==> config.mk <==
export PLATFORM = sky130hd
export DESIGN_NAME = nn_layer_scheduler
export DESIGN_NICKNAME = d
export VERILOG_FILES = /design/src/rtl/nn_sched_pkg.sv /design/src/rtl/nn_index_counter.sv /design/src/rtl/nn_layer_scheduler.sv
export SDC_FILE = /design/constraint.sdc
export NUM_CORES = 1
export LEC_CHECK = 0
export CAP_MARGIN = 0
export CORE_AREA = 2 2 39 41
export CTS_BUF_LIST = sky130_fd_sc_hd__clkbuf_16
export DETAILED_ROUTE_END_ITERATION = 10
export DIE_AREA = 0 0 41 43
export DONT_BUFFER_PORTS = 1
export PLACE_DENSITY_LB_ADDON = 0.15
export SETUP_SLACK_MARGIN = 0.3
export SYNTH_ARGS = -nofsm -noshare
export SYNTH_HDL_FRONTEND = slang
export SYNTH_SLANG_ARGS = --single-unit
==> constraint.sdc <==
create_clock -name clk -period 3.21 [get_ports clk]
set_input_delay 0.8025 -clock clk [delete_from_list [all_inputs] [get_ports clk]]
set_output_delay 0.8025 -clock clk [all_outputs]
set_load 0.02 [all_outputs]
==> src/rtl/nn_sched_pkg.sv <==
// Shared types for the layer scheduler: FSM state encoding and a width helper.
// Latency: n/a (package). Backpressure: n/a.
// Contents: state_t enumeration, clog2_min1() for index widths that stay >= 1 bit.
package nn_sched_pkg;

  typedef enum logic [2:0] {
    S_IDLE,
    S_CLEAR,
    S_MAC_REQ,
    S_MAC_NEXT,
    S_BIAS,
    S_ACT,
    S_WRITE,
    S_DONE
  } state_t;

  // $clog2 of max(v,2), so a single-entry range still gets a 1-bit index.
  function automatic int clog2_min1(input int v);
    return (v < 2) ? 1 : $clog2(v);
  endfunction

endpackage

==> src/rtl/nn_index_counter.sv <==
// Nested input/neuron counters plus the running weight address for the scheduler.
// Latency: all outputs registered; updates take effect the cycle after a control strobe.
// Backpressure: none; the FSM only strobes inc_* when the datapath has acknowledged.
// Ports: i_clr zeroes everything; i_inc_in steps the input; i_inc_neuron steps the neuron
//        and wraps the input; o_last_in / o_last_neuron flag terminal counts.
module nn_index_counter #(
  parameter int N_IN  = 2,
  parameter int N_OUT = 2,
  parameter int IW    = 1,
  parameter int NW    = 1,
  parameter int WW    = 2
) (
  input  logic          clk,
  input  logic          rst,
  input  logic          i_clr,
  input  logic          i_inc_in,
  input  logic          i_inc_neuron,
  output logic [IW-1:0] o_in_idx,
  output logic [NW-1:0] o_neuron,
  output logic [WW-1:0] o_w_addr,
  output logic          o_last_in,
  output logic          o_last_neuron
);

  logic [IW-1:0] r_in_idx;
  logic [NW-1:0] r_neuron;
  logic [WW-1:0] r_w_addr;

  // w_addr = neuron*N_IN + in_idx is kept as a running count: the step out of the
  // last input of neuron n lands exactly on the first weight of neuron n+1.
  always_ff @(posedge clk) begin
    if (rst || i_clr) begin
      r_in_idx <= '0;
      r_neuron <= '0;
      r_w_addr <= '0;
    end else if (i_inc_neuron) begin
      r_in_idx <= '0;
      r_neuron <= r_neuron + NW'(1);
      r_w_addr <= r_w_addr + WW'(1);
    end else if (i_inc_in) begin
      r_in_idx <= r_in_idx + IW'(1);
      r_w_addr <= r_w_addr + WW'(1);
    end
  end

  assign o_in_idx      = r_in_idx;
  assign o_neuron      = r_neuron;
  assign o_w_addr      = r_w_addr;
  assign o_last_in     = (r_in_idx == IW'(N_IN - 1));
  assign o_last_neuron = (r_neuron == NW'(N_OUT - 1));

endmodule

==> src/rtl/nn_layer_scheduler.sv <==
// Sequences one shared MAC/bias/activation datapath over every (neuron, input) pair of a layer.
// Latency: N_OUT*(2*N_IN+3)+1 cycles start->done with zero-wait acks; +1 per ack wait cycle.
// Backpressure: mac_req/bias_req hold until their ack; acks outside their wait state are ignored.
// Ports: start/abort/busy/done to the network controller; mac_*/bias_*/act_en/acc_clr to the
//        datapath; out_we/out_idx to the output register file. Outputs decode registered state only.
module nn_layer_scheduler
  import nn_sched_pkg::*;
#(
  parameter int N_IN  = 2,
  parameter int N_OUT = 2,
  parameter int IW    = clog2_min1(N_IN),
  parameter int NW    = clog2_min1(N_OUT),
  parameter int WW    = clog2_min1(N_IN * N_OUT)
) (
  input  logic          clk,
  input  logic          rst,
  input  logic          start,
  input  logic          abort,
  output logic          busy,
  output logic          done,
  output logic          acc_clr,
  output logic          mac_req,
  input  logic          mac_ack,
  output logic [IW-1:0] in_idx,
  output logic [WW-1:0] w_addr,
  output logic          bias_req,
  input  logic          bias_ack,
  output logic [NW-1:0] b_addr,
  output logic          act_en,
  output logic          out_we,
  output logic [NW-1:0] out_idx
);

  state_t        r_state;
  state_t        w_next;
  logic          w_clr;
  logic          w_inc_in;
  logic          w_inc_neuron;
  logic          w_last_in;
  logic          w_last_neuron;
  logic [NW-1:0] w_neuron;

  nn_index_counter #(
    .N_IN (N_IN),
    .N_OUT(N_OUT),
    .IW   (IW),
    .NW   (NW),
    .WW   (WW)
  ) u_idx (
    .clk          (clk),
    .rst          (rst),
    .i_clr        (w_clr),
    .i_inc_in     (w_inc_in),
    .i_inc_neuron (w_inc_neuron),
    .o_in_idx     (in_idx),
    .o_neuron     (w_neuron),
    .o_w_addr     (w_addr),
    .o_last_in    (w_last_in),
    .o_last_neuron(w_last_neuron)
  );

  always_ff @(posedge clk) begin
    if (rst) begin
      r_state <= S_IDLE;
    end else begin
      r_state <= w_next;
    end
  end

  always_comb begin
    w_next       = r_state;
    w_clr        = 1'b0;
    w_inc_in     = 1'b0;
    w_inc_neuron = 1'b0;
    case (r_state)
      S_IDLE: begin
        w_clr = 1'b1;
        // abort wins over a coincident start
        if (start && !abort) w_next = S_CLEAR;
      end
      S_CLEAR:    w_next = S_MAC_REQ;
      S_MAC_REQ: begin
        if (mac_ack) w_next = w_last_in ? S_BIAS : S_MAC_NEXT;
      end
      S_MAC_NEXT: begin
        w_inc_in = 1'b1;
        w_next   = S_MAC_REQ;
      end
      S_BIAS: begin
        if (bias_ack) w_next = S_ACT;
      end
      S_ACT:      w_next = S_WRITE;
      S_WRITE: begin
        if (w_last_neuron) begin
          w_next = S_DONE;
        end else begin
          w_inc_neuron = 1'b1;
          w_next       = S_CLEAR;
        end
      end
      S_DONE: begin
        w_clr  = 1'b1;
        w_next = S_IDLE;
      end
      default:    w_next = S_IDLE;
    endcase
    if (abort && (r_state != S_IDLE)) begin
      w_next       = S_IDLE;
      w_clr        = 1'b1;
      w_inc_in     = 1'b0;
      w_inc_neuron = 1'b0;
    end
  end

  assign busy     = (r_state != S_IDLE);
  assign done     = (r_state == S_DONE);
  assign acc_clr  = (r_state == S_CLEAR);
  assign mac_req  = (r_state == S_MAC_REQ);
  assign bias_req = (r_state == S_BIAS);
  assign act_en   = (r_state == S_ACT);
  assign out_we   = (r_state == S_WRITE);
  assign b_addr   = w_neuron;
  assign out_idx  = w_neuron;

endmodule

==> flow_metrics.py <==
metrics = {
    "placement": {
        "place_area_um2": 455,
        "dp_hpwl_um": 737,
        "post-place-ws_ns": 1.14,
        "routabilityCongestion": 0.697,
        "port_buffers": 0,
        "placed_cells_incl_taps": 70,
    },
    "detailed_routing": {
        "drtAntennaViolNets": 0,
        "avgViaCountPerCell": 5.65,
        "drt_wl_total_um": 1040,
        "wire_per_inst_um": 14.0,
        "drc": 0,
        "vias": 418,
        "drt_iter0_markers": 12,
        "drtPass1Iterations": 4,
    },
    "setup_path": {
        "critical_path.top_delay_family": "simple AND/OR/NAND/NOR gates",
        "worstPathCellList": "nor3b_1",
        "crit_path_start_kind": "register",
        "path_class": "reg2out",
        "cp_max_fo": 18,
        "worst_ep_required_time_ns": 2.41,
        "cp.arrival_ns": 1.52,
        "worst-path-buf-inv": 0,
        "slowest_delay_ns": 0.68,
        "critPathCaptureType": "primary output",
        "slowest_stage": "nor3b_1",
    },
    "sta": {
        "fin_crit_sh": 0.723,
        "rsz0062_at_grt": "no",
        "fin_ws_ns": 0.888,
        "slew_viol_final": 0,
        "max_freq_mhz": 431,
        "fin_tns_setup_ns": 0,
        "finalSetupViolations": 0,
        "final_hold_viol_count": 0,
        "relSlewSlack": 0.504,
        "finalClockSkew_ns": 0.00164,
        "worst_pin_slew_ns": 0.742,
        "whs_ns": 0.583,
        "period_needed_ns": 2.32,
    },
    "power_and_ir_drop": {
        "leakage_nw": 0.180,
        "internal-power_w": 0.000265,
        "comb_power_share": 0.099,
        "p_switching_w": 0.0000792,
        "switching_share": 0.230,
        "power_frac_seq": 0.295,
        "powerDensity_mw_per_mm2": 645,
        "p_clk_frac": 0.605,
        "vdd_ir_drop_max_v": 0.000260,
    },
    "floorplanning": {
        "initial_core_util": 0.333,
        "rows": 14,
        "die_y_um": 43,
        "die_w_um": 41,
        "dieArea_mm2": 0.00176,
        "ios": 18,
        "core_region_area_mm2": 0.00138,
    },
    "synthesis": {
        "avgSynthCellArea_um2": 7.80,
        "synthCells": 59,
        "synth_nets": 65,
        "ys_ff_latch": 7,
        "yosysWarnings": 0,
        "synthesis.area_um2": 460,
        "seq_area_frac_synth": 0.304,
        "synth_cell_types": 29,
    },
    "layout": {
        "final_area_um2": 534,
        "num_antenna_cells": 0,
        "multi_input_area_um2": 284,
        "area_delta_synth_final_pct": 16.0,
        "fillers": 149,
        "fin_nets": 65,
        "seq_area_um2": 140,
        "stdcell_count": 74,
        "drive_gt1_frac": 0.103,
    },
    "clock_tree": {
        "cts_root_buf": "clkbuf_16",
        "insertion_delay_ns": 0.23,
        "cts_setup_buffers": 0,
        "cts.sinks": 7,
        "cts_buffer_depth": 2,
        "ctsHoldBuffers": 0,
        "cts_made_buffers": 3,
        "cts_tree": "built",
        "postCtsResizedCells": 0,
        "clk_transition_reported_paths_ns": 0.03,
        "h-tree-depth": 1,
    },
    "status": {
        "run_status": "complete, no violations",
    },
    "global_routing": {
        "grt_pass1_vias": 367,
        "grt_pass1_wl_um": 1650,
        "grt_overflow": 0,
        "antenna_found_initial": 0,
        "grt_max_degree": 19,
        "grt_usage": 0.148,
    },
    "min_path": {
        "hp-class": "reg2reg",
    },
    "flow_run": {
        "drv_cap": 0,
    },
}
[path summary, 6_finish.rpt]
| check | startpoint | endpoint | slack, ns | depth (start not counted) |
|---|---|---|---|---|
| max reg2reg | r_state[1] | r_state[0] | 1.54 | 3 |
| min | u_idx.o_w_addr[1] | u_idx.o_w_addr[1] | 0.58 | 2 |
| max | r_state[1] | mac_req | 0.89 | 1 |
| min reg2reg | u_idx.o_w_addr[1] | u_idx.o_w_addr[1] | 0.58 | 2 |
[cells in the final DEF, fill, tap and decap left out, drive strengths merged]
cell and n:
dfxtp 7, nand2 5, nor2 4, inv 4, o21ai 4, nand2b 3
nand3 3, a21oi 3, a31oi 3, clkbuf 3, a2111oi 2, a21o 2
or3b 2, nor3b 1, nor3 1, and3 1, and3b 1, or3 1
a311oi 1, nand3b 1, or2b 1, a211oi 1, mux2i 1, a221oi 1
a21boi 1, a211o 1
[power groups by stage]
stage          Clock [W]  Sequential (W)  Combinational [W]
2_1_floorplan          0       0.0000955          0.0000384
3_3_place_gp           0        0.000103          0.0000347
3_5_place_dp           0        0.000103          0.0000347
4_1_cts         0.000214        0.000101          0.0000348
5_1_grt         0.000222        0.000104          0.0000375
6_report        0.000209        0.000102          0.0000342
[state kept, by name (all words and copies together), names as in the netlist]
name / count
u_idx.o_w_addr: 2
r_state: 3
u_idx.o_in_idx: 1
u_idx.o_last_neuron: 1
[per-stage QoR]
stage	power, W	utilization
after floorplan	0.000134	-
after global placement	0.000137	0.329
after detailed placement	0.000138	0.329
after CTS	0.000350	0.386
after global routing	0.000363	0.386
final	0.000345	0.386
[metal layers]
| metal | routed length (um) | vias to the layer above | GRT usage |
|---|---|---|---|
| met1 | 482 | 186 | 0.186 |
| met4 | 20 | 0 | 0.140 |
| li1 | - | 215 | - |
| met3 | 70 | 2 | 0.0628 |
| met2 | 460 | 15 | 0.175 |
| met5 | 0 | - | 0 |
[cell families (layout without fill, tap and decap cells)]
group / after synthesis / count (layout) / synth area share
simple gates: 24 / 24 / 0.291
compound gates: 19 / 19 / 0.304
buf+inv: 8 / 7 / 0.0788
flops: 7 / 7 / 0.304
mux: 1 / 1 / 0.0217
[cell usage after synthesis, drive strengths merged]
| cell | number | area share |
|---|---|---|
| nand3b | 1 | 0.016 |
| or3 | 1 | 0.014 |
| a2111oi | 2 | 0.065 |
| nor2 | 4 | 0.033 |
| or2b | 1 | 0.016 |
| mux2i | 1 | 0.022 |
| nand3 | 3 | 0.033 |
| a211o | 1 | 0.019 |
| a31oi | 3 | 0.041 |
| a221oi | 1 | 0.019 |
| inv | 3 | 0.024 |
| nor3 | 1 | 0.011 |
| nor3b | 1 | 0.016 |
| and3b | 1 | 0.019 |
| a21oi | 3 | 0.033 |
| a211oi | 1 | 0.016 |
| nand2b | 3 | 0.041 |
| buf | 3 | 0.038 |
| o21ai | 4 | 0.043 |
| a311oi | 1 | 0.019 |
| a21boi | 1 | 0.016 |
| or3b | 2 | 0.038 |
| clkbuf | 2 | 0.016 |
| and3 | 1 | 0.014 |
| dfxtp | 7 | 0.30 |
| a21o | 2 | 0.033 |
| nand2 | 5 | 0.041 |
[area by class of cell]
type | count | area share
sequential | 7 | 0.262
clock inverter | 1 | 0.00703
tap | 16 | 0.0375
multi-input combinational | 44 | 0.532
clock buffer | 3 | 0.141
inverter | 3 | 0.0211
Power figures use the tool's default switching activity.
